==> src/rtl/pcs_pkg.sv <==
// Shared PCS definitions: sync-header codes, gearbox sequence constants and
// the gearbox state type. Imported by the encoder and the TX gearbox.
package pcs_pkg;

  localparam logic [1:0] SYNC_DATA = 2'b01;
  localparam logic [1:0] SYNC_CTRL = 2'b10;

  localparam int GEARBOX_SEQ_CYCLES  = 66;
  localparam int GEARBOX_PAUSE_START = 64;

  localparam int GB_DATA_W = 32;
  localparam int GB_HDR_W  = 2;
  localparam int GB_BUF_W  = 96;
  localparam int GB_FILL_W = 7;
  localparam int GB_SEQ_W  = 7;

  typedef enum logic [1:0] {
    IDLE  = 2'd0,
    RUN   = 2'd1,
    PAUSE = 2'd2
  } gearbox_state_t;

  // Bits appended for one word: the first word of a block carries the header too.
  function automatic logic [GB_FILL_W-1:0] block_append_len(input logic word_parity);
    return word_parity ? GB_FILL_W'(GB_DATA_W) : GB_FILL_W'(GB_DATA_W + GB_HDR_W);
  endfunction

endpackage

==> src/rtl/bit_accumulator.sv <==
// Bit accumulator for the TX gearbox: appends a variable-length chunk above
// the current fill and optionally extracts the lowest OUT_W bits in the same cycle.
module bit_accumulator
  import pcs_pkg::*;
#(
  parameter int BUF_W  = GB_BUF_W,
  parameter int IN_W   = GB_DATA_W + GB_HDR_W,
  parameter int OUT_W  = GB_DATA_W,
  parameter int FILL_W = GB_FILL_W
) (
  input  logic              i_clk,
  input  logic              i_reset_n,
  input  logic              i_flush,
  input  logic [IN_W-1:0]   i_append_data,
  input  logic [FILL_W-1:0] i_append_len,
  input  logic              i_extract,
  output logic [OUT_W-1:0]  o_extract_data
);

  logic [BUF_W-1:0]  r_buf;
  logic [FILL_W-1:0] r_fill;
  logic [BUF_W-1:0]  w_mask;
  logic [BUF_W-1:0]  w_merged;
  logic [FILL_W-1:0] w_fill_app;

  // Masking makes the chunk length authoritative regardless of stale upper bits.
  always_comb begin
    w_mask     = (BUF_W'(1) << i_append_len) - BUF_W'(1);
    w_merged   = r_buf | ((BUF_W'(i_append_data) & w_mask) << r_fill);
    w_fill_app = r_fill + i_append_len;
  end

  assign o_extract_data = w_merged[OUT_W-1:0];

  always_ff @(posedge i_clk or negedge i_reset_n) begin
    if (!i_reset_n) begin
      r_buf  <= '0;
      r_fill <= '0;
    end else if (i_flush) begin
      r_buf  <= '0;
      r_fill <= '0;
    end else if (i_extract) begin
      r_buf  <= {{OUT_W{1'b0}}, w_merged[BUF_W-1:OUT_W]};
      r_fill <= w_fill_app - FILL_W'(OUT_W);
    end else begin
      r_buf  <= w_merged;
      r_fill <= w_fill_app;
    end
  end

endmodule

==> src/rtl/tx_gearbox.sv <==
// TX 66b-to-32b gearbox: packs header+payload blocks into a continuous 32-bit
// SERDES stream, pausing upstream 2 of every 66 cycles. Optional macro TX_GEARBOX_ERR_CNT_EN.
module tx_gearbox
  import pcs_pkg::*;
#(
  parameter int DATA_WIDTH = 32,
  parameter int HDR_WIDTH  = 2
) (
  input  logic                  i_clk,
  input  logic                  i_reset_n,
  input  logic [DATA_WIDTH-1:0] i_data,
  input  logic [HDR_WIDTH-1:0]  i_sync_hdr,
  input  logic                  i_data_valid,
  output logic                  o_gearbox_pause,
  output logic [DATA_WIDTH-1:0] o_tx_data,
  output logic                  o_tx_valid,
  output logic                  o_gearbox_err
`ifdef TX_GEARBOX_ERR_CNT_EN
  ,
  input  logic                  i_err_count_clr,
  output logic [15:0]           o_err_count
`endif
);

  localparam int SEQ_CYCLES = GEARBOX_SEQ_CYCLES;
  localparam int BLK_W      = DATA_WIDTH + HDR_WIDTH;

  gearbox_state_t        r_state, w_state_nxt;
  logic [GB_SEQ_W-1:0]   r_seq_cnt, w_seq_cnt_nxt;
  logic                  r_parity, w_parity_nxt;
  logic                  w_accept;
  logic                  w_underrun;
  logic                  w_overrun;
  logic                  w_extract;
  logic [BLK_W-1:0]      w_append_data;
  logic [GB_FILL_W-1:0]  w_append_len;
  logic [DATA_WIDTH-1:0] w_extract_data;
  logic [DATA_WIDTH-1:0] r_tx_data;
  logic                  r_tx_valid;
  logic                  r_err;

  // Upstream handshake: a word transfers on any cycle with i_data_valid=1 while
  // o_gearbox_pause=0. Pause is an inverted ready that depends on state only, so
  // valid during pause is an overrun and missing valid during RUN is an underrun.
  always_comb begin
    w_state_nxt   = r_state;
    w_seq_cnt_nxt = r_seq_cnt;
    w_parity_nxt  = r_parity;
    w_accept      = 1'b0;
    w_underrun    = 1'b0;
    w_overrun     = 1'b0;
    w_extract     = 1'b0;
    unique case (r_state)
      IDLE: begin
        if (i_data_valid) begin
          w_accept      = 1'b1;
          w_extract     = 1'b1;
          w_state_nxt   = RUN;
          w_seq_cnt_nxt = GB_SEQ_W'(1);
          w_parity_nxt  = 1'b1;
        end
      end
      RUN: begin
        if (i_data_valid) begin
          w_accept      = 1'b1;
          w_extract     = 1'b1;
          w_parity_nxt  = ~r_parity;
          w_seq_cnt_nxt = r_seq_cnt + 1'b1;
          if (r_seq_cnt == GB_SEQ_W'(GEARBOX_PAUSE_START - 1)) begin
            w_state_nxt = PAUSE;
          end
        end else begin
          w_underrun    = 1'b1;
          w_state_nxt   = IDLE;
          w_seq_cnt_nxt = '0;
          w_parity_nxt  = 1'b0;
        end
      end
      PAUSE: begin
        w_extract = 1'b1;
        w_overrun = i_data_valid;
        if (r_seq_cnt == GB_SEQ_W'(SEQ_CYCLES - 1)) begin
          w_state_nxt   = RUN;
          w_seq_cnt_nxt = '0;
        end else begin
          w_seq_cnt_nxt = r_seq_cnt + 1'b1;
        end
      end
      default: begin
        w_state_nxt   = IDLE;
        w_seq_cnt_nxt = '0;
        w_parity_nxt  = 1'b0;
      end
    endcase
  end

  // Header sits below the payload so it is serialized first.
  always_comb begin
    w_append_data = r_parity ? {{HDR_WIDTH{1'b0}}, i_data} : {i_data, i_sync_hdr};
    w_append_len  = w_accept ? block_append_len(r_parity) : '0;
  end

  bit_accumulator #(
    .BUF_W  (GB_BUF_W),
    .IN_W   (BLK_W),
    .OUT_W  (DATA_WIDTH),
    .FILL_W (GB_FILL_W)
  ) u_acc (
    .i_clk          (i_clk),
    .i_reset_n      (i_reset_n),
    .i_flush        (w_underrun),
    .i_append_data  (w_append_data),
    .i_append_len   (w_append_len),
    .i_extract      (w_extract),
    .o_extract_data (w_extract_data)
  );

  always_ff @(posedge i_clk or negedge i_reset_n) begin
    if (!i_reset_n) begin
      r_state   <= IDLE;
      r_seq_cnt <= '0;
      r_parity  <= 1'b0;
    end else begin
      r_state   <= w_state_nxt;
      r_seq_cnt <= w_seq_cnt_nxt;
      r_parity  <= w_parity_nxt;
    end
  end

  always_ff @(posedge i_clk or negedge i_reset_n) begin
    if (!i_reset_n) begin
      r_tx_data  <= '0;
      r_tx_valid <= 1'b0;
      r_err      <= 1'b0;
    end else begin
      r_tx_data  <= w_extract ? w_extract_data : '0;
      r_tx_valid <= w_extract;
      r_err      <= w_underrun | w_overrun;
    end
  end

  assign o_gearbox_pause = (r_state == PAUSE);
  assign o_tx_data       = r_tx_data;
  assign o_tx_valid      = r_tx_valid;
  assign o_gearbox_err   = r_err;

`ifdef TX_GEARBOX_ERR_CNT_EN
  logic [15:0] r_err_count;

  // Clear has priority; the count sticks at all-ones instead of wrapping.
  always_ff @(posedge i_clk or negedge i_reset_n) begin
    if (!i_reset_n) begin
      r_err_count <= '0;
    end else if (i_err_count_clr) begin
      r_err_count <= '0;
    end else if ((w_underrun || w_overrun) && (r_err_count != 16'hFFFF)) begin
      r_err_count <= r_err_count + 1'b1;
    end
  end

  assign o_err_count = r_err_count;
`endif

endmodule

==> config.mk <==
export PLATFORM = sky130hd
export DESIGN_NAME = tx_gearbox
export DESIGN_NICKNAME = d
export VERILOG_FILES = /design/src/rtl/pcs_pkg.sv /design/src/rtl/bit_accumulator.sv /design/src/rtl/tx_gearbox.sv
export SDC_FILE = /design/constraint.sdc
export NUM_CORES = 1
export LEC_CHECK = 0
export CORE_ASPECT_RATIO = 1.4
export CORE_MARGIN = 4
export CORE_UTILIZATION = 47
export CTS_CLUSTER_DIAMETER = 40
export CTS_CLUSTER_SIZE = 14
export DETAILED_ROUTE_END_ITERATION = 16
export GPL_ROUTABILITY_DRIVEN = 0
export PLACE_DENSITY_LB_ADDON = 0.08
export SYNTH_ARGS = -nofsm -noshare
export SYNTH_HDL_FRONTEND = slang
export SYNTH_HIERARCHICAL = 1
export SYNTH_SLANG_ARGS = --single-unit
==> constraint.sdc <==
create_clock -name i_clk -period 4.7 [get_ports i_clk]
set_input_delay 0.94 -clock i_clk [delete_from_list [all_inputs] [get_ports i_clk]]
set_output_delay 0.94 -clock i_clk [all_outputs]
set_load 0.005 [all_outputs]
==> results.cfg, run 1 <==
[timing]
timing.final.max_slew_violations = 0
min_period_over_period = 0.947
finalSetupViolCount = 0
skew_final_ns = 0.0132
fin_tns_setup_ns = 0
min_period_ns = 4.45
setup_repair_after_global_routing_missed_its_margin = no
worst_slew_margin_rel = 0.361
worst-slew-pin-transition_ns = 0.957
hold_viol = 0
max_freq_mhz = 225

[clock_tree]
number_of_buffers_created_by_cts = 17
cts_setup_buffers = 0
numClockSinks = 147
clock_buffer_depth = 2
cts_hold_bufs = 0
clk_pin_slew_worst_paths_ns = 0.06
cts_tree = yes
cts_root_buf = sky130_fd_sc_hd__clkbuf_16
clock_latency_on_the_worst_skew_pair_ns = 0.44
postcts_resize_cnt = 0
cts.htree.levels = 4

[synthesis]
synthesis.instances = 1319
post_synthesis_sequential_area_ratio = 0.327
synthesis.area_um2 = 11300
post_synth_num_cell_types = 105
netlist.area_leader.share = 0.327
ys_dominant_reg_cell = sky130_fd_sc_hd__dfrtp_1
synth_area_leaders = sky130_fd_sc_hd__dfrtp_1, sky130_fd_sc_hd__nor2_1, sky130_fd_sc_hd__a21oi_1
yosysWarningCount = 6
yosys.area.top_type = sky130_fd_sc_hd__dfrtp_1
post_synth.cell_area_avg_um2 = 8.54
postSynth.asyncResetShare = 1.00
number_of_synthesized_flops_with_an_enable_pin = 0
synth.ff_latch_count = 147
synthMostInstantiatedCell = sky130_fd_sc_hd__dfrtp_1
yosys-top-cells-count = sky130_fd_sc_hd__dfrtp_1, sky130_fd_sc_hd__nor2_1, sky130_fd_sc_hd__nand2_1, sky130_fd_sc_hd__a21oi_1, sky130_fd_sc_hd__clkbuf_1

[die]
initial_utilization = 0.480
core_area_um2 = 23500
die-width_um = 139
std_cell_rows = 66
die-area_um2 = 26500
design.portCount = 72
floorplan.die.height_um = 191

[worst_setup_path]
cp.buffers_inverters = 3
cp_top_family = compound AO/OA/AOI/OAI gates
critPathMaxStageDelay_ns = 0.69
slowest_stage = sky130_fd_sc_hd__nor2_1
worst-r2r-setup-slack_ns = 0.49
ws_path_type = in -> reg
startpoint_type = primary input
endpoint_kind = flip-flop
timing.critical_path.arrival_ns = 4.79
worstPathRequired_ns = 5.04
path_cells = clkdlybuf4s50_1 -> nand2b_1 -> nor2_2 -> buf_4 -> nor2_1 -> o21a_1 -> o211ai_1 -> a31oi_1 -> o22ai_1 -> a31o_2 -> o31ai_2 -> buf_4 -> a211oi_1 -> a211oi_1
timing.critical_path.fanout_max = 13

[layout]
drive_gt1_frac = 0.161
fin_nets = 1483
area_delta_synth_final_pct = 20.2
diodes = 0

[detailed_routing]
post-route-drc-count = 0
vias_per_cell = 6.77
drt_first_iter_violations = 1399
drt-pass1-iter-count = 6
postRouteWirelength_um = 42800
wire_per_inst_um = 24.4
detail-route-antenna-nets = 0
route.vias.total = 11900

[power_and_ir_drop]
p_per_area_nw_per_um2 = 693
ir_worst_vdd_v = 0.000436
fin_total_pwr_uw = 9380
p_leak_uw = 0.00565

[worst_hold_path]
holdCritPathClass = reg -> reg

[grt]
number_of_global_route_vias_before_repair = 11800
grt_util_all_layers = 0.319
grt_max_degree = 81
grt_overflow = 0
antenna_found_initial = 0
grt_pass1_wl_um = 67000

[placement]
place.port_buffers = 71
dp_hpwl_um = 30700

[run_status]
outcome = completed

[job]
maxCapViolCount = 0
## cell usage in the layout (no fill, tap or decap), types with 10 or more instances in the layout
master                            instances
sky130_fd_sc_hd__nor3_1                  38
sky130_fd_sc_hd__a221oi_1                23
sky130_fd_sc_hd__and3_1                  12
sky130_fd_sc_hd__inv_1                   17
sky130_fd_sc_hd__mux2i_1                 28
sky130_fd_sc_hd__a221o_1                 16
sky130_fd_sc_hd__nor2b_1                 12
sky130_fd_sc_hd__o211ai_1                18
sky130_fd_sc_hd__clkdlybuf4s50_1         70
sky130_fd_sc_hd__conb_1                  14
sky130_fd_sc_hd__clkbuf_16               17
sky130_fd_sc_hd__a21o_1                  28
sky130_fd_sc_hd__nand2b_1                10
sky130_fd_sc_hd__o31ai_1                 13
sky130_fd_sc_hd__o21ai_0                 50
sky130_fd_sc_hd__nand2_1                 93
sky130_fd_sc_hd__and2_1                  49
sky130_fd_sc_hd__a22o_1                  13
sky130_fd_sc_hd__buf_4                  119
sky130_fd_sc_hd__mux2_2                  21
sky130_fd_sc_hd__o21a_1                  14
sky130_fd_sc_hd__nor2_1                 139
sky130_fd_sc_hd__nand3_1                 26
sky130_fd_sc_hd__a21oi_1                 78
sky130_fd_sc_hd__o22ai_1                 33
sky130_fd_sc_hd__a211oi_1                52
sky130_fd_sc_hd__a31oi_1                 20
sky130_fd_sc_hd__dfrtp_1                144
sky130_fd_sc_hd__mux2_1                  26
## worst register-to-register path: stages (launching register included)
cell and delay, ns:
sky130_fd_sc_hd__dfrtp_1 0.60, sky130_fd_sc_hd__nand2b_1 0.24, sky130_fd_sc_hd__nor2_2 0.06, sky130_fd_sc_hd__buf_4 0.19
sky130_fd_sc_hd__nor2_1 0.70, sky130_fd_sc_hd__o21a_1 0.31, sky130_fd_sc_hd__o211ai_1 0.18, sky130_fd_sc_hd__a31oi_1 0.46
sky130_fd_sc_hd__o22ai_1 0.14, sky130_fd_sc_hd__a31o_2 0.24, sky130_fd_sc_hd__o31ai_2 0.44, sky130_fd_sc_hd__buf_4 0.22
sky130_fd_sc_hd__a211oi_1 0.09, sky130_fd_sc_hd__a211oi_1 0.25
## per-layer routing
metal	track usage	share of wire
met3	0.0526	0.078
met4	0.229	0.080
met2	0.513	0.46
met5	0	0
met1	0.388	0.38
## per-stage QoR
stage | hold WS (ns) | worst slack [ns] | instances | utilization | instance area [um2]
2_1_floorplan | 0.454 | 0.218 | 1332 | - | 11300
3_3_place_gp | 0.469 | 0.0111 | 1723 | 0.551 | 12900
3_5_place_dp | 0.471 | 0.00996 | 1723 | 0.551 | 12900
4_1_cts | 0.490 | 0.437 | 1753 | 0.577 | 13500
5_1_grt | 0.518 | 0.163 | 1753 | 0.577 | 13500
6_report | 0.492 | 0.247 | 1753 | 0.577 | 13500
## registers in the layout (all words and copies together), names as in the netlist
register	flops
u_acc/r_buf	96
r_seq_cnt	7
r_parity	1
o_tx_valid	1
u_acc/r_fill	7
r_state	2
o_gearbox_err	1
o_tx_data	32
## kinds of logic after synthesis
| kind of cell | share of synthesized area |
|---|---|
| AOI/OAI and AO/OA | 0.324 |
| xor gates and xnor gates | 0.00933 |
| adders and majority gates | 0.0118 |
| buffers and inverters | 0.0463 |
| DFF | 0.327 |
| muxes | 0.0811 |
| other | 0.000333 |
| and+or+nand+nor | 0.200 |
## report_power, final
| part | internal [uW] | switching (uW) |
|---|---|---|
| Sequential | 1720 | 198 |
| Clock | 923 | 536 |
| Combinational | 2380 | 3620 |
| Total | 5020 | 4360 |
## area by class of cell
cell class	count	area (um2)
clock buffer	21	470
clock inverter	9	154
fill	2164	9910
inverter	20	75.1
multi-input combinational	1058	7130
sequential	147	3680
tap	306	383
timing repair buffer	192	1650
## path summary, 6_finish.rpt
| path | from | cells past startpoint | to |
|---|---|---|---|
| min in group asynchronous | i_reset_n | 1 | u_acc/r_buf[19] |
| max in group asynchronous | i_reset_n | 2 | o_tx_data[18] |
| hold / removal | u_acc/r_buf[88] | 2 | u_acc/r_buf[88] |
| setup / recovery | i_data_valid | 14 | u_acc/r_buf[56] |
| setup reg to reg | r_state[1] | 13 | u_acc/r_buf[56] |
| hold reg to reg | u_acc/r_buf[88] | 2 | u_acc/r_buf[88] |
Power figures use the tool's default switching activity.
==> run 2: changes to the inputs <==
--- a/config.mk
+++ b/config.mk
@@ -7,7 +7,7 @@
 export LEC_CHECK = 0
 export CORE_ASPECT_RATIO = 1.4
 export CORE_MARGIN = 4
-export CORE_UTILIZATION = 47
+export CORE_UTILIZATION = 23
 export CTS_CLUSTER_DIAMETER = 40
 export CTS_CLUSTER_SIZE = 14
 export DETAILED_ROUTE_END_ITERATION = 16
==> results.cfg, run 2 (synthesis gave the netlist of run 1 again) <==
[run_status]
outcome = completed

[die]
floorplan.die.height_um = 270
core_area_um2 = 48300
initial_utilization = 0.233
design.portCount = 72
std_cell_rows = 95
die-area_um2 = 52600
die-width_um = 195

[layout]
final_common_cell = sky130_fd_sc_hd__buf_4
area_delta_synth_final_pct = 30.7
design_area_um2 = 14700
diodes = 0
regMostFlops = u_acc/r_buf
final_cell_mix = sky130_fd_sc_hd__buf_4, sky130_fd_sc_hd__dfrtp_1, sky130_fd_sc_hd__nor2_1
fin_nets = 1581
largest_register_ffs = 96
drive_gt1_frac = 0.217
final_util = 0.305

[timing]
worst-slew-pin-transition_ns = 1.18
finalSetupViolCount = 0
fin_ws_ns = 0.171
max_freq_mhz = 221
min_period_ns = 4.53
min_period_over_period = 0.964
skew_final_ns = 0.0149
setup_repair_after_global_routing_missed_its_margin = no
hold_viol = 0
worst_slew_margin_rel = 0.211
timing.final.max_slew_violations = 0

[worst_hold_path]
worstHoldStart = u_acc/r_buf[69]
min_delay_path_depth = 2
timing.hold.worst_endpoint = u_acc/r_buf[69]
holdCritPathClass = reg -> reg

[power_and_ir_drop]
ir_worst_vdd_v = 0.000252
p_per_area_nw_per_um2 = 700
p_leak_uw = 0.00613

[grt]
grt_util_all_layers = 0.206
antenna_found_initial = 0
grt_max_degree = 70
number_of_global_route_vias_before_repair = 12400
grt_overflow = 0
grt_pass1_wl_um = 83000

[placement]
placedInstanceArea_um2 = 14100
dp_hpwl_um = 41700
pre_cts_ws_ns = -0.303
place.port_buffers = 71

[clock_tree]
cts_root_buf = sky130_fd_sc_hd__clkbuf_16
number_of_buffers_created_by_cts = 17
numClockSinks = 147
clock_buffer_depth = 2
cts.htree.levels = 4
cts_tree = yes
clk_pin_slew_worst_paths_ns = 0.06
clock_latency_on_the_worst_skew_pair_ns = 0.45

[detailed_routing]
wire_per_inst_um = 25.5
postRouteWirelength_um = 55600
route.vias.total = 12000
wl_met1_um = 22500
drt-pass1-iter-count = 5
drt_first_iter_violations = 821
detail-route-antenna-nets = 0
highest_layer = met4
met3_wire_length_um = 1960
vias_per_cell = 5.51
post-route-drc-count = 0
wl_met2_um = 28600

[worst_setup_path]
endpoint_kind = flip-flop
startpoint_type = primary input
worst_setup_path_startpoint = i_data_valid
worst-r2r-setup-slack_ns = 0.72
worst_r2r_startpoint = r_state[1]
worstPathRequired_ns = 4.99
timing.critical_path.fanout_max = 13
timing.critical_path.arrival_ns = 4.82
ws_path_type = in -> reg
worstReg2RegEnd = u_acc/r_buf[44]
worst_r2r_path_depth = 16

[job]
maxCapViolCount = 0
-- run 2: worst max-delay path, stage by stage --
cell and delay (ns):
sky130_fd_sc_hd__clkdlybuf4s50_1 0.42, sky130_fd_sc_hd__nand2b_1 0.17, sky130_fd_sc_hd__inv_1 0.10, sky130_fd_sc_hd__nor3_1 0.27
sky130_fd_sc_hd__nand2_1 0.10, sky130_fd_sc_hd__ha_1 0.22, sky130_fd_sc_hd__buf_12 0.16, sky130_fd_sc_hd__buf_4 0.14
sky130_fd_sc_hd__o21a_1 0.14, sky130_fd_sc_hd__buf_4 0.15, sky130_fd_sc_hd__o211ai_1 0.32, sky130_fd_sc_hd__a31oi_1 0.27
sky130_fd_sc_hd__mux4_2 0.66, sky130_fd_sc_hd__nand2_1 0.10, sky130_fd_sc_hd__o21ai_1 0.06, sky130_fd_sc_hd__a211oi_1 0.42
sky130_fd_sc_hd__o22ai_1 0.15
-- run 2: routing by layer --
metal | track usage | vias up
met5 | 0 | -
met4 | 0.0893 | 0
met3 | 0.0218 | 90
met2 | 0.370 | 353
met1 | 0.247 | 6072
li1 | - | 5478
-- run 2: worst max-delay path by stage --
stage | slack [ns] | to | depth (start not counted)
floorplan | 0.22 | u_acc/r_buf[1] | 16
global placement | -0.36 | u_acc/r_buf[64] | 17
detailed placement | -0.30 | u_acc/r_buf[64] | 17
CTS | 0.15 | u_acc/r_buf[64] | 17
global route | 0.02 | u_acc/r_buf[32] | 19
finish | 0.17 | u_acc/r_buf[44] | 17
-- run 2: where the power goes --
part / leakage, uW / internal [uW] / switching [uW]
clock network: 0.000305 / 923 / 611
registers: 0.00191 / 1720 / 202
logic: 0.00392 / 2770 / 4080
total: 0.00613 / 5410 / 4900
-- run 2: final cells by class --
cell class	count	area (um2)
clock inverters	11	175
fillers	5234	33500
clock buffers	21	460
well taps	630	788
flip-flops and latches	147	3680
inverters	20	75.1
multi-input cells	1058	7140
repair buffers	290	2390
-- run 2: per-stage QoR --
stage | total power, uW | cells | hold slack, ns | setup TNS (ns)
6_report | 10300 | 2177 | 0.485 | 0
4_1_cts | 10300 | 2177 | 0.495 | 0
5_1_grt | 10900 | 2177 | 0.514 | 0
2_1_floorplan | 5420 | 1332 | 0.454 | 0
3_3_place_gp | 8760 | 2145 | 0.467 | -5.39
3_5_place_dp | 8700 | 2145 | 0.476 | -4.56
-- run 2: what timing repair did --
item | 4_1_cts | 5_1_grt
setup endpoints to repair | 0 | 3
resized for setup | 0 | 4
buffers inserted | 0 | 0
hold buffers | 0 | 0
==> run 3: changes to the inputs <==
--- a/config.mk
+++ b/config.mk
@@ -7,7 +7,7 @@
 export LEC_CHECK = 0
 export CORE_ASPECT_RATIO = 1.4
 export CORE_MARGIN = 4
-export CORE_UTILIZATION = 23
+export CORE_UTILIZATION = 40
 export CTS_CLUSTER_DIAMETER = 40
 export CTS_CLUSTER_SIZE = 14
 export DETAILED_ROUTE_END_ITERATION = 16
==> results.cfg, run 3 (synthesis gave the netlist of run 1 again) <==
[run_status]
outcome = completed

[detailed_routing]
wire_per_inst_um = 24.3
post-route-drc-count = 0
drt-pass1-iter-count = 6
drt_first_iter_violations = 1166
wl_met2_um = 21500
vias_per_cell = 6.41
met3_wire_length_um = 2650
highest_layer = met4
postRouteWirelength_um = 45000
detail-route-antenna-nets = 0
route.vias.total = 11900
wl_met1_um = 17800

[power_and_ir_drop]
sequential_cell_fraction_of_total_power = 0.205
fin_total_pwr_uw = 9390
ir_worst_vdd_v = 0.000345
share_comb_of_total_power = 0.661
switching_share = 0.476
power.share.clock = 0.134
power_report.internal_total_uw = 4920
p_leak_uw = 0.00577
netSwitchingPower_uw = 4480
p_per_area_nw_per_um2 = 681

[worst_setup_path]
worstPathRequired_ns = 4.99
endpoint_kind = flip-flop
slowest_stage = sky130_fd_sc_hd__a2111oi_1
timing.critical_path.arrival_ns = 4.68
timing.critical_path.fanout_max = 17
ws_path_type = in -> reg
startpoint_type = primary input
path_cells = clkdlybuf4s50_1 -> nand2b_1 -> inv_1 -> nor3_1 -> nand2_1 -> ha_1 -> buf_12 -> o21ai_0 -> mux2_2 -> a221oi_2 -> buf_4 -> o2bb2ai_1 -> nand2_1 -> o21ai_0 -> a2111oi_1 -> buf_4 -> a211oi_1
critPathMaxStageDelay_ns = 0.44

[placement]
pre_cts_ws_ns = -0.118
place.port_buffers = 71
dp_hpwl_um = 32500
placedInstanceArea_um2 = 13300

[layout]
fin_nets = 1517
layout.filler_cells = 2715
largest_register_ffs = 96
diodes = 0
final_cell_mix = sky130_fd_sc_hd__buf_4, sky130_fd_sc_hd__dfrtp_1, sky130_fd_sc_hd__nor2_1
design_area_um2 = 13800
final_common_cell = sky130_fd_sc_hd__buf_4
final-seq-area_um2 = 3680
drive_gt1_frac = 0.180
area_delta_synth_final_pct = 22.5
multiInputGateArea_um2 = 7130
regMostFlops = u_acc/r_buf

[die]
initial_utilization = 0.407
design.portCount = 72
die-width_um = 150
floorplan.die.height_um = 207
std_cell_rows = 72
die-area_um2 = 30900
core_area_um2 = 27700

[grt]
grt_overflow = 0
grt_max_degree = 98
grt_pass1_wl_um = 69400
grt_util_all_layers = 0.291
number_of_global_route_vias_before_repair = 11900
antenna_found_initial = 0

[timing]
min_period_over_period = 0.933
fin_ws_ns = 0.315
skew_final_ns = 0.0119
hold_viol = 0
worst_slew_margin_rel = 0.381
worst-slew-pin-transition_ns = 0.928
min_period_ns = 4.39
timing.final.max_slew_violations = 0
finalSetupViolCount = 0
setup_repair_after_global_routing_missed_its_margin = no
max_freq_mhz = 228
hold_ws_ns = 0.492

[clock_tree]
cts_setup_buffers = 0
numClockSinks = 147
cts_tree = yes
clock_buffer_depth = 2
cts_root_buf = sky130_fd_sc_hd__clkbuf_16
clk_pin_slew_worst_paths_ns = 0.06
number_of_buffers_created_by_cts = 17
cts.htree.levels = 4
clock_latency_on_the_worst_skew_pair_ns = 0.45

[job]
maxCapViolCount = 0

[worst_hold_path]
holdCritPathClass = reg -> reg
## run 3: changes by cell type in the layout (fill, tap and decap cells not counted), moves of 2 or more
cell / change
sky130_fd_sc_hd__clkinvlp_4: +2
sky130_fd_sc_hd__buf_4: -64
sky130_fd_sc_hd__nor2_2: -2
sky130_fd_sc_hd__bufinv_16: -4
sky130_fd_sc_hd__a2111oi_1: -2
sky130_fd_sc_hd__a2111oi_0: +2
sky130_fd_sc_hd__nor2_1: +2
sky130_fd_sc_hd__clkinv_2: +2
## run 3: per-stage QoR
stage	utilization	instances	TNS, ns
2_1_floorplan	-	1332	0
3_3_place_gp	0.479	1821	-0.523
3_5_place_dp	0.479	1821	-0.624
4_1_cts	0.499	1853	0
5_1_grt	0.499	1853	0
6_report	0.499	1853	0
## run 3: final cells by class
| cell class | count | share of cell area |
|---|---|---|
| clock inverters | 11 | 0.00580 |
| flip-flops and latches | 147 | 0.267 |
| well taps | 370 | 0.0336 |
| inverters | 20 | 0.00544 |
| clock buffers | 21 | 0.0327 |
| multi-input cells | 1058 | 0.517 |
| repair buffers | 226 | 0.139 |
## run 3: worst paths after layout
| path | slack, ns | cells past startpoint | to | startpoint |
|---|---|---|---|---|
| hold reg to reg | 0.49 | 2 | u_acc/r_buf[91] | u_acc/r_buf[91] |
| max in group asynchronous | 3.09 | 2 | u_acc/r_buf[18] | i_reset_n |
| setup / recovery | 0.31 | 17 | u_acc/r_buf[8] | i_data_valid |
| setup reg to reg | 0.54 | 16 | u_acc/r_buf[8] | r_state[1] |
| min in group asynchronous | 0.59 | 1 | o_tx_data[24] | i_reset_n |
| hold / removal | 0.49 | 2 | u_acc/r_buf[91] | u_acc/r_buf[91] |
## run 3: what timing repair did
action / CTS / global route
hold buffers: 0 / 0
setup endpoints to repair: 0 / 1
gates resized for setup: 0 / 1
## run 3: worst max-delay path, delay by kind of cell
kind            cells  cell delay, ns
simple gates        4            0.67
buf+inv             5            1.02
fa+ha+maj           1            0.22
compound gates      6            1.42
mux                 1            0.38
## run 3: routing by layer
layer  global-route usage  vias to the layer above
li1                     -                     5360
met1                0.353                     5849
met2                0.483                      532
met3               0.0441                      142
met4                0.186                        0
met5                    0                        -
## run 3: power groups by stage
stage,sequential [uW],combinational (uW),clock [uW]
after floorplan,1860,3560,0
after global placement,1930,6000,0
after detailed placement,1940,6010,0
after CTS,1920,6050,1290
after global routing,1970,6600,1350
final,1920,6210,1260
